==> src/rtl/scr1_imem_match_mon.sv <==
// Instruction-fetch match monitor: compares each valid IMEM response against
// NUM_CH mask/value channels, counts hits per channel and queues {ch, pc} events.
module scr1_imem_match_mon #(
    parameter int NUM_CH     = 4,
    parameter int FIFO_DEPTH = 8,
    parameter int CNT_W      = 16,
    parameter int CH_W       = (NUM_CH > 1) ? $clog2(NUM_CH) : 1,
    parameter int LVL_W      = $clog2(FIFO_DEPTH + 1)
) (
    input  logic                    clk,
    input  logic                    rst,
    input  logic [1:0]              imem_resp,
    input  logic [31:0]             imem_rdata,
    input  logic [31:0]             curr_pc,
    input  logic [NUM_CH-1:0]       cfg_en,
    input  logic [NUM_CH*32-1:0]    cfg_mask,
    input  logic [NUM_CH*32-1:0]    cfg_value,
    input  logic                    cnt_clr,
    output logic [NUM_CH*CNT_W-1:0] hit_cnt,
    output logic                    evt_vld,
    input  logic                    evt_rdy,
    output logic [CH_W-1:0]         evt_ch,
    output logic [31:0]             evt_pc,
    output logic [LVL_W-1:0]        evt_level,
    output logic                    evt_ovf
);

    localparam int PTR_W = $clog2(FIFO_DEPTH);

    logic [NUM_CH-1:0] m_raw;
    logic [NUM_CH-1:0] s1_m;
    logic [31:0]       s1_pc;

    always_comb begin
        m_raw = '0;
        for (int i = 0; i < NUM_CH; i++) begin
            m_raw[i] = cfg_en[i] && (imem_resp == 2'b01) &&
                       (((imem_rdata ^ cfg_value[32*i +: 32]) & cfg_mask[32*i +: 32]) == 32'h0);
        end
    end

    // A non-zero s1_m doubles as the stage-valid flag.
    always_ff @(posedge clk) begin
        if (rst) begin
            s1_m  <= '0;
            s1_pc <= '0;
        end else begin
            s1_m  <= m_raw;
            s1_pc <= curr_pc;
        end
    end

    genvar g;
    generate
        for (g = 0; g < NUM_CH; g++) begin : g_cnt
            logic [CNT_W-1:0] cnt_q;

            always_ff @(posedge clk) begin
                if (rst || cnt_clr) begin
                    cnt_q <= '0;
                end else if (s1_m[g] && (cnt_q != {CNT_W{1'b1}})) begin
                    cnt_q <= cnt_q + CNT_W'(1);
                end
            end

            assign hit_cnt[g*CNT_W +: CNT_W] = cnt_q;
        end
    endgenerate

    logic [CH_W-1:0] push_ch;

    always_comb begin
        push_ch = '0;
        for (int i = NUM_CH - 1; i >= 0; i--) begin
            if (s1_m[i]) push_ch = CH_W'(i);
        end
    end

    logic [CH_W-1:0]  mem_ch [FIFO_DEPTH];
    logic [31:0]      mem_pc [FIFO_DEPTH];
    logic [PTR_W-1:0] wr_ptr;
    logic [PTR_W-1:0] rd_ptr;
    logic [PTR_W-1:0] rd_ptr_p1;
    logic [LVL_W-1:0] level_nxt;
    logic [CH_W-1:0]  head_ch_nxt;
    logic [31:0]      head_pc_nxt;
    logic             push;
    logic             pop;
    logic             full;
    logic             push_acc;
    logic             ovf_set;

    assign push      = |s1_m;
    assign pop       = evt_vld && evt_rdy;
    assign full      = (evt_level == LVL_W'(FIFO_DEPTH));
    assign push_acc  = push && (!full || pop);
    assign ovf_set   = push && full && !pop;
    assign rd_ptr_p1 = rd_ptr + PTR_W'(1);

    always_comb begin
        level_nxt = evt_level;
        if (push_acc && !pop) level_nxt = evt_level + LVL_W'(1);
        else if (!push_acc && pop) level_nxt = evt_level - LVL_W'(1);
    end

    // Head registers track what mem[rd_ptr] will hold after this edge, so
    // evt_ch/evt_pc come straight from flops and read zero when empty.
    always_comb begin
        head_ch_nxt = evt_ch;
        head_pc_nxt = evt_pc;
        if (level_nxt == '0) begin
            head_ch_nxt = '0;
            head_pc_nxt = '0;
        end else if ((evt_level == '0) || ((evt_level == LVL_W'(1)) && pop)) begin
            head_ch_nxt = push_ch;
            head_pc_nxt = s1_pc;
        end else if (pop) begin
            head_ch_nxt = mem_ch[rd_ptr_p1];
            head_pc_nxt = mem_pc[rd_ptr_p1];
        end
    end

    always_ff @(posedge clk) begin
        if (push_acc) begin
            mem_ch[wr_ptr] <= push_ch;
            mem_pc[wr_ptr] <= s1_pc;
        end
    end

    always_ff @(posedge clk) begin
        if (rst) begin
            wr_ptr    <= '0;
            rd_ptr    <= '0;
            evt_level <= '0;
            evt_vld   <= 1'b0;
            evt_ch    <= '0;
            evt_pc    <= '0;
            evt_ovf   <= 1'b0;
        end else begin
            if (push_acc) wr_ptr <= wr_ptr + PTR_W'(1);
            if (pop) rd_ptr <= rd_ptr_p1;
            evt_level <= level_nxt;
            evt_vld   <= (level_nxt != '0);
            evt_ch    <= head_ch_nxt;
            evt_pc    <= head_pc_nxt;
            if (ovf_set) evt_ovf <= 1'b1;
            else if (cnt_clr) evt_ovf <= 1'b0;
        end
    end

endmodule
==> config.mk <==
export PLATFORM = sky130hd
export DESIGN_NAME = scr1_imem_match_mon
export DESIGN_NICKNAME = d
export VERILOG_FILES = /design/src/rtl/scr1_imem_match_mon.sv
export SDC_FILE = /design/constraint.sdc
export NUM_CORES = 1
export LEC_CHECK = 0
export BUFFER_PORTS_ARGS = -buffer_cell sky130_fd_sc_hd__buf_2
export CORE_MARGIN = 1.5
export CORE_UTILIZATION = 30
export DETAILED_ROUTE_END_ITERATION = 8
export GPL_ROUTABILITY_DRIVEN = 0
export PLACE_DENSITY_LB_ADDON = 0.12
export SETUP_SLACK_MARGIN = 0.5
export SYNTH_ARGS = -nofsm -noshare
export SYNTH_HDL_FRONTEND = slang
export SYNTH_SLANG_ARGS = --single-unit
==> constraint.sdc <==
create_clock -name clk -period 5.17 [get_ports clk]
set_input_delay 0.7755 -clock clk [delete_from_list [all_inputs] [get_ports clk]]
set_output_delay 0.7755 -clock clk [all_outputs]
set_load 0.01 [all_outputs]
# Word-level counts from Yosys, hierarchy flattened
# Memories as Yosys holds them, arrays and structs flattened.
# Cells that the tools add are included.
[op_classes]
n_addsub = 8
n_reduce_logical = 36
div_mod_pow = 0
shift = 0
n_mux = 14
bitwise_logic = 8
n_mul = 0
n_lt_le_gt_ge = 0
n_eq_ne = 7
[op_table]
columns = ["op", "n"]
rows = [
  ["bitwise AND 32 bit", 4],
  ["zero test 32 bit", 4],
  ["XOR 32 bit", 4],
  ["adder 16 x 1 -> 16 bit (second input constant)", 4],
  ["2-to-1 mux 32 bit", 2],
  ["!= test 16 bit (second input constant)", 4],
  ["logical AND 1 bit", 19],
  ["2-to-1 mux 2 bit", 6],
  ["zero test 4 bit", 2],
  ["2-to-1 mux 4 bit", 2],
  ["adder 3 x 1 -> 3 bit (second input constant)", 2],
  ["adder 4 x 1 -> 4 bit (second input constant)", 1],
  ["== test 4 x 1 -> 1 bit (second input constant)", 1],
  ["== test 4 bit (second input constant)", 1],
  ["2-to-1 mux 1 bit", 4],
  ["nonzero test 2 bit", 2],
  ["nonzero test 4 bit", 1],
  ["OR reduction 4 bit", 1],
  ["subtractor 4 x 1 -> 4 bit (second input constant)", 1],
  ["zero test 1 bit", 3],
  ["logical OR 1 bit", 3],
  ["== test 2 x 1 -> 1 bit (second input constant)", 1],
  ["OR reduction 2 bit", 1],
]
[word_totals]
ff_bits = 146
ramBits = 272
memories = 2
latchBits = 0
romBits = 0
out_inout_bits = 104
elab_cells = 88
[memory_table]
columns = ["memory", "depth", "width", "rd", "rd_clocked_by_memory_dff", "wr", "line_no", "text"]
rows = [
  ["mem_pc", 8, 32, 1, 0, 1, "80", "logic [31:0] mem_pc [FIFO_DEPTH];"],
  ["mem_ch", 8, 2, 1, 0, 1, "79", "logic [CH_W-1:0] mem_ch [FIFO_DEPTH];"],
]

# Depth between registers and ports, before layout
[depth]
word_depth = 10
mapped_depth = 9
depth_no_buf = 7

# Worst setup path before layout
# Ideal clock, no wire load.
[synth_path]
path_type = "register to register"
start = "reg evt_level[1]"
end = "mem mem_ch[2][0] (netlist name), enable pin"
n_path_buf = 0
path_stages_with_launch = 7
setup_time_ns = 0.475
slack_ns = 0.630
arrival_ns = 4.065
required_time_ns = 4.695
cell_sequence = "dfxtp_1 -> inv_1 -> ha_1 -> and3b_1 -> a21oi_1 -> nand2b_1 -> nor3b_1"
[synth_via]
elab_chain_cells = 6
[synth_lines]
columns = ["item", "line_no", "text"]
rows = [
  ["from (decl)", "24", "output logic [LVL_W-1:0] evt_level,"],
  ["from (signal assigned)", "142", "evt_level <= level_nxt;"],
  ["== test 4 bit", "95", "assign full = (evt_level == LVL_W'(FIFO_DEPTH));"],
  ["zero test 1 bit", "96", "assign push_acc = push && (!full || pop);"],
  ["logical OR 1 bit", "96", ""],
  ["logical AND 1 bit", "96", ""],
  ["2-to-1 mux 1 bit", "124", "if (push_acc) begin"],
  ["2-to-1 mux 1 bit (not written as such)", "125", "mem_ch[wr_ptr] <= push_ch;"],
  ["to (decl)", "79", ""],
]
# No other way between the ends.

# Final worst setup path
[layout_path]
start = "reg evt_level[1]"
end = "mem mem_pc[7][0], enable pin"
[layout_via]
elab_chain_cells = 6
[layout_lines]
columns = ["item", "line_no", "text"]
rows = [
  ["== test 4 bit", "95", ""],
  ["zero test 1 bit", "96", ""],
  ["logical OR 1 bit", "96", ""],
  ["logical AND 1 bit", "96", ""],
  ["2-to-1 mux 1 bit", "124", ""],
  ["2-to-1 mux 1 bit (not written as such)", "126", "mem_pc[wr_ptr] <= s1_pc;"],
  ["to (decl)", "80", ""],
]
# No other way between the ends.

==> reports/metrics.csv <==
metric,value,unit
critical_path_class,reg -> reg,
drv_cap,0,
grt_pass1_vias,13670,
layout.cells.non_filler,2625,
clk_pin_slew,0.06,ns
synth_top_area_share,45.11,%
grt_max_degree,76,
hold_depth,2,
critPathMaxFanout,22,
rsz0062_at_grt,false,
antenna_found_initial,28,
wire_per_inst,24.10,µm
wl,63.26,mm
yosys-top-cells-area,"edfxtp_1 45%, dfxtp_1 16%, mux4_2 8.5%, xor2_1 7.4%, a21oi_1 2.3%",
powerDensity,405.4,nW/µm²
numPortBuffers,433,
worst_ep_required_time,5.45,ns
post_cts_resized,0,
slew_headroom,33.03,%
fin_crit,3.222,ns
final_util,38.50,%
critPathLaunchType,flop,
hp-class,in -> reg,
hold_viol_final,0,
drc_errors,0,
root_buffer,clkbuf_16,
clock_latency,0.60,ns
syn-num-nets,1695,
status,finished clean,
min_delay_worst_endpoint,s1_pc[5],
tritoncts,yes,
syn_area,18110,µm²
overflow,0,
dp_cells,2521,
final_antenna_net_count,0,
setup_violations,0,
io_pins,434,
min_from,curr_pc[5],
grt_use_total,20.11,%
drt_iter0_markers,778,
ir_drop,0.2901,mV
ys_types,55,
dp_hpwl,45.29,mm
post-route-period-util,62.31,%
cts_setup_buffers,0,
cts_buffers,46,
drt_first_pass_iters,5,
ys_seq_area_share,61.25,%
fp-row-count,89,
start_util,30.51,%
netlist_top_cells_count,"272 x edfxtp_1, 153 x xor2_1, 146 x dfxtp_1, 108 x nand2_1, 92 x nor2_1",
vias,13172,
synth_seq_cells,418,
core,59350,µm²
synth_edf_count,272,
rr_startpoint,evt_level[1],
r2r-end,mem_pc[7][0],
worstMarginPinSlew,1.002,ns
syn_avg_cell_area,13.35,µm²
cp-end-kind,flop,
cp.arrival,3.50,ns
netlist_instances,1356,
r2r_cells,7,
fin_skew,0.03992,ns
die_area,61840,µm²
nets,2137,
clock-sinks,418,
finalPower,9263,µW
drive_above_1_share,33.71,%
die_y,248.7,µm
clockBufferDepth,3,
p_leak,0.008520,µW
yosysTopAreaCell,edfxtp_1,
setup_tns,0,ns
fin_ws,1.948,ns
place_ws,1.774,ns
yosysWarningCount,0,
max_freq,0.3104,GHz
fillers,5818,
synth_top_flop_cell,edfxtp_1,
async_flop_share,0,%
synth_most_common_cell,edfxtp_1,
slew_viol_final,0,
die_w,248.7,µm
h-tree-depth,2,
area_growth,26.19,%
r2r_slack,1.95,ns
grt_pass1_wl,92.08,mm
viasPerCell,5.018,
postCtsHoldBufs,0,
## worst max-delay path, stage by stage, from the launching register on
cell	delay (ns)
dfxtp_1	0.46
inv_1	0.10
ha_1	0.24
and3b_1	0.24
a21oi_1	0.42
nand2_1	0.28
nor2_4	0.80
buf_4	0.39
## report_power, final
part / switching, µW / internal (µW) / leakage (µW) / total [µW]
logic: 1150 / 891 / 0.00409 / 2040
clock network: 1400 / 1920 / 0.000743 / 3320
registers: 192 / 3710 / 0.00369 / 3910
total: 2740 / 6530 / 0.00852 / 9260
## logic make-up (layout without fill, tap and decap cells)
kind of cell / after synthesis / in the layout / synth area share [%]
simple gates: 377 / 377 / 10.28
fa+ha+maj: 9 / 9 / 0.6219
flops: 418 / 418 / 61.25
other cells: 0 / 16 / 0
mux: 72 / 72 / 8.679
xor+xnor: 176 / 176 / 8.513
buf+inv: 72 / 552 / 1.721
compound gates: 232 / 232 / 8.941
## stage by stage
stage	hold WS, ns	cell area (µm²)
floorplan	0.4400	18110
global placement	0.4888	21230
detailed placement	0.4968	21230
CTS	0.3455	22780
global route	0.3746	22850
finish	0.3879	22850
## area by class of cell
class / instances / area (µm²) / share of cell area, %
Clock buffer: 58 / 1236 / 5.410
Clock inverter: 28 / 309.0 / 1.353
Timing Repair Buffer: 456 / 2357 / 10.32
Inverter: 10 / 37.54 / 0.1643
Antenna cell: 16 / 40.04 / 0.1752
Multi-Input combinational cell: 866 / 6808 / 29.79
Tap cell: 773 / 967.2 / 4.233
Sequential cell: 418 / 11090 / 48.55
## cell usage in the layout (no fill, tap or decap), types with 6 or more instances in the layout
| cell type | n |
|---|---|
| buf_2 | 433 |
| edfxtp_1 | 272 |
| xor2_1 | 152 |
| dfxtp_1 | 145 |
| nand2_1 | 107 |
| nor2_1 | 90 |
| a21oi_1 | 83 |
| mux4_2 | 68 |
| clkbuf_16 | 46 |
| a311oi_1 | 35 |
| nor2b_1 | 32 |
| nand4_1 | 31 |
| nand3_1 | 27 |
| a221oi_1 | 25 |
| a22o_1 | 24 |
| xnor2_1 | 22 |
| buf_4 | 21 |
| o21ai_0 | 19 |
| nor3_1 | 18 |
| diode_2 | 16 |
| nor4_1 | 12 |
| o211ai_1 | 12 |
| or3_1 | 11 |
| inv_1 | 10 |
| and3_1 | 10 |
| clkinv_2 | 10 |
| and4_1 | 9 |
| a22oi_1 | 8 |
| ha_1 | 8 |
| clkbuf_1 | 8 |
| a31oi_1 | 6 |
| clkinvlp_4 | 6 |
## flip-flops by register name (all words and copies together) (netlist names), 2 cells and up
name	cells
mem_pc	256
mem_ch	16
evt_pc	32
s1_m	4
wr_ptr	3
g_cnt.cnt_q	64
evt_level	4
evt_ch	2
s1_pc	32
rd_ptr	3
## routing by layer
layer	vias to the layer above	share of wire (%)	wire, µm	track usage [%]
li1	6088	-	-	-
met1	6534	37	23600	21.99
met2	413	53	33570	37.16
met3	133	4.7	2967	3.392
met4	4	4.9	3110	10.59
met5	-	0.032	20	0
## worst max path at each step
stage | startpoint | end | slack, ns | cells after the start
2_1_floorplan | evt_level[1] | mem_ch[2][0] | 0.63 | 6
3_3_place_gp | evt_rdy | evt_pc[7] | 1.83 | 7
3_5_place_dp | evt_rdy | evt_pc[22] | 1.77 | 7
4_1_cts | evt_level[1] | mem_pc[7][0] | 1.89 | 7
5_1_grt | evt_level[1] | mem_pc[7][0] | 1.67 | 7
6_report | evt_level[1] | mem_pc[7][0] | 1.95 | 7
Note: power is estimated with default switching activity, not from simulation.
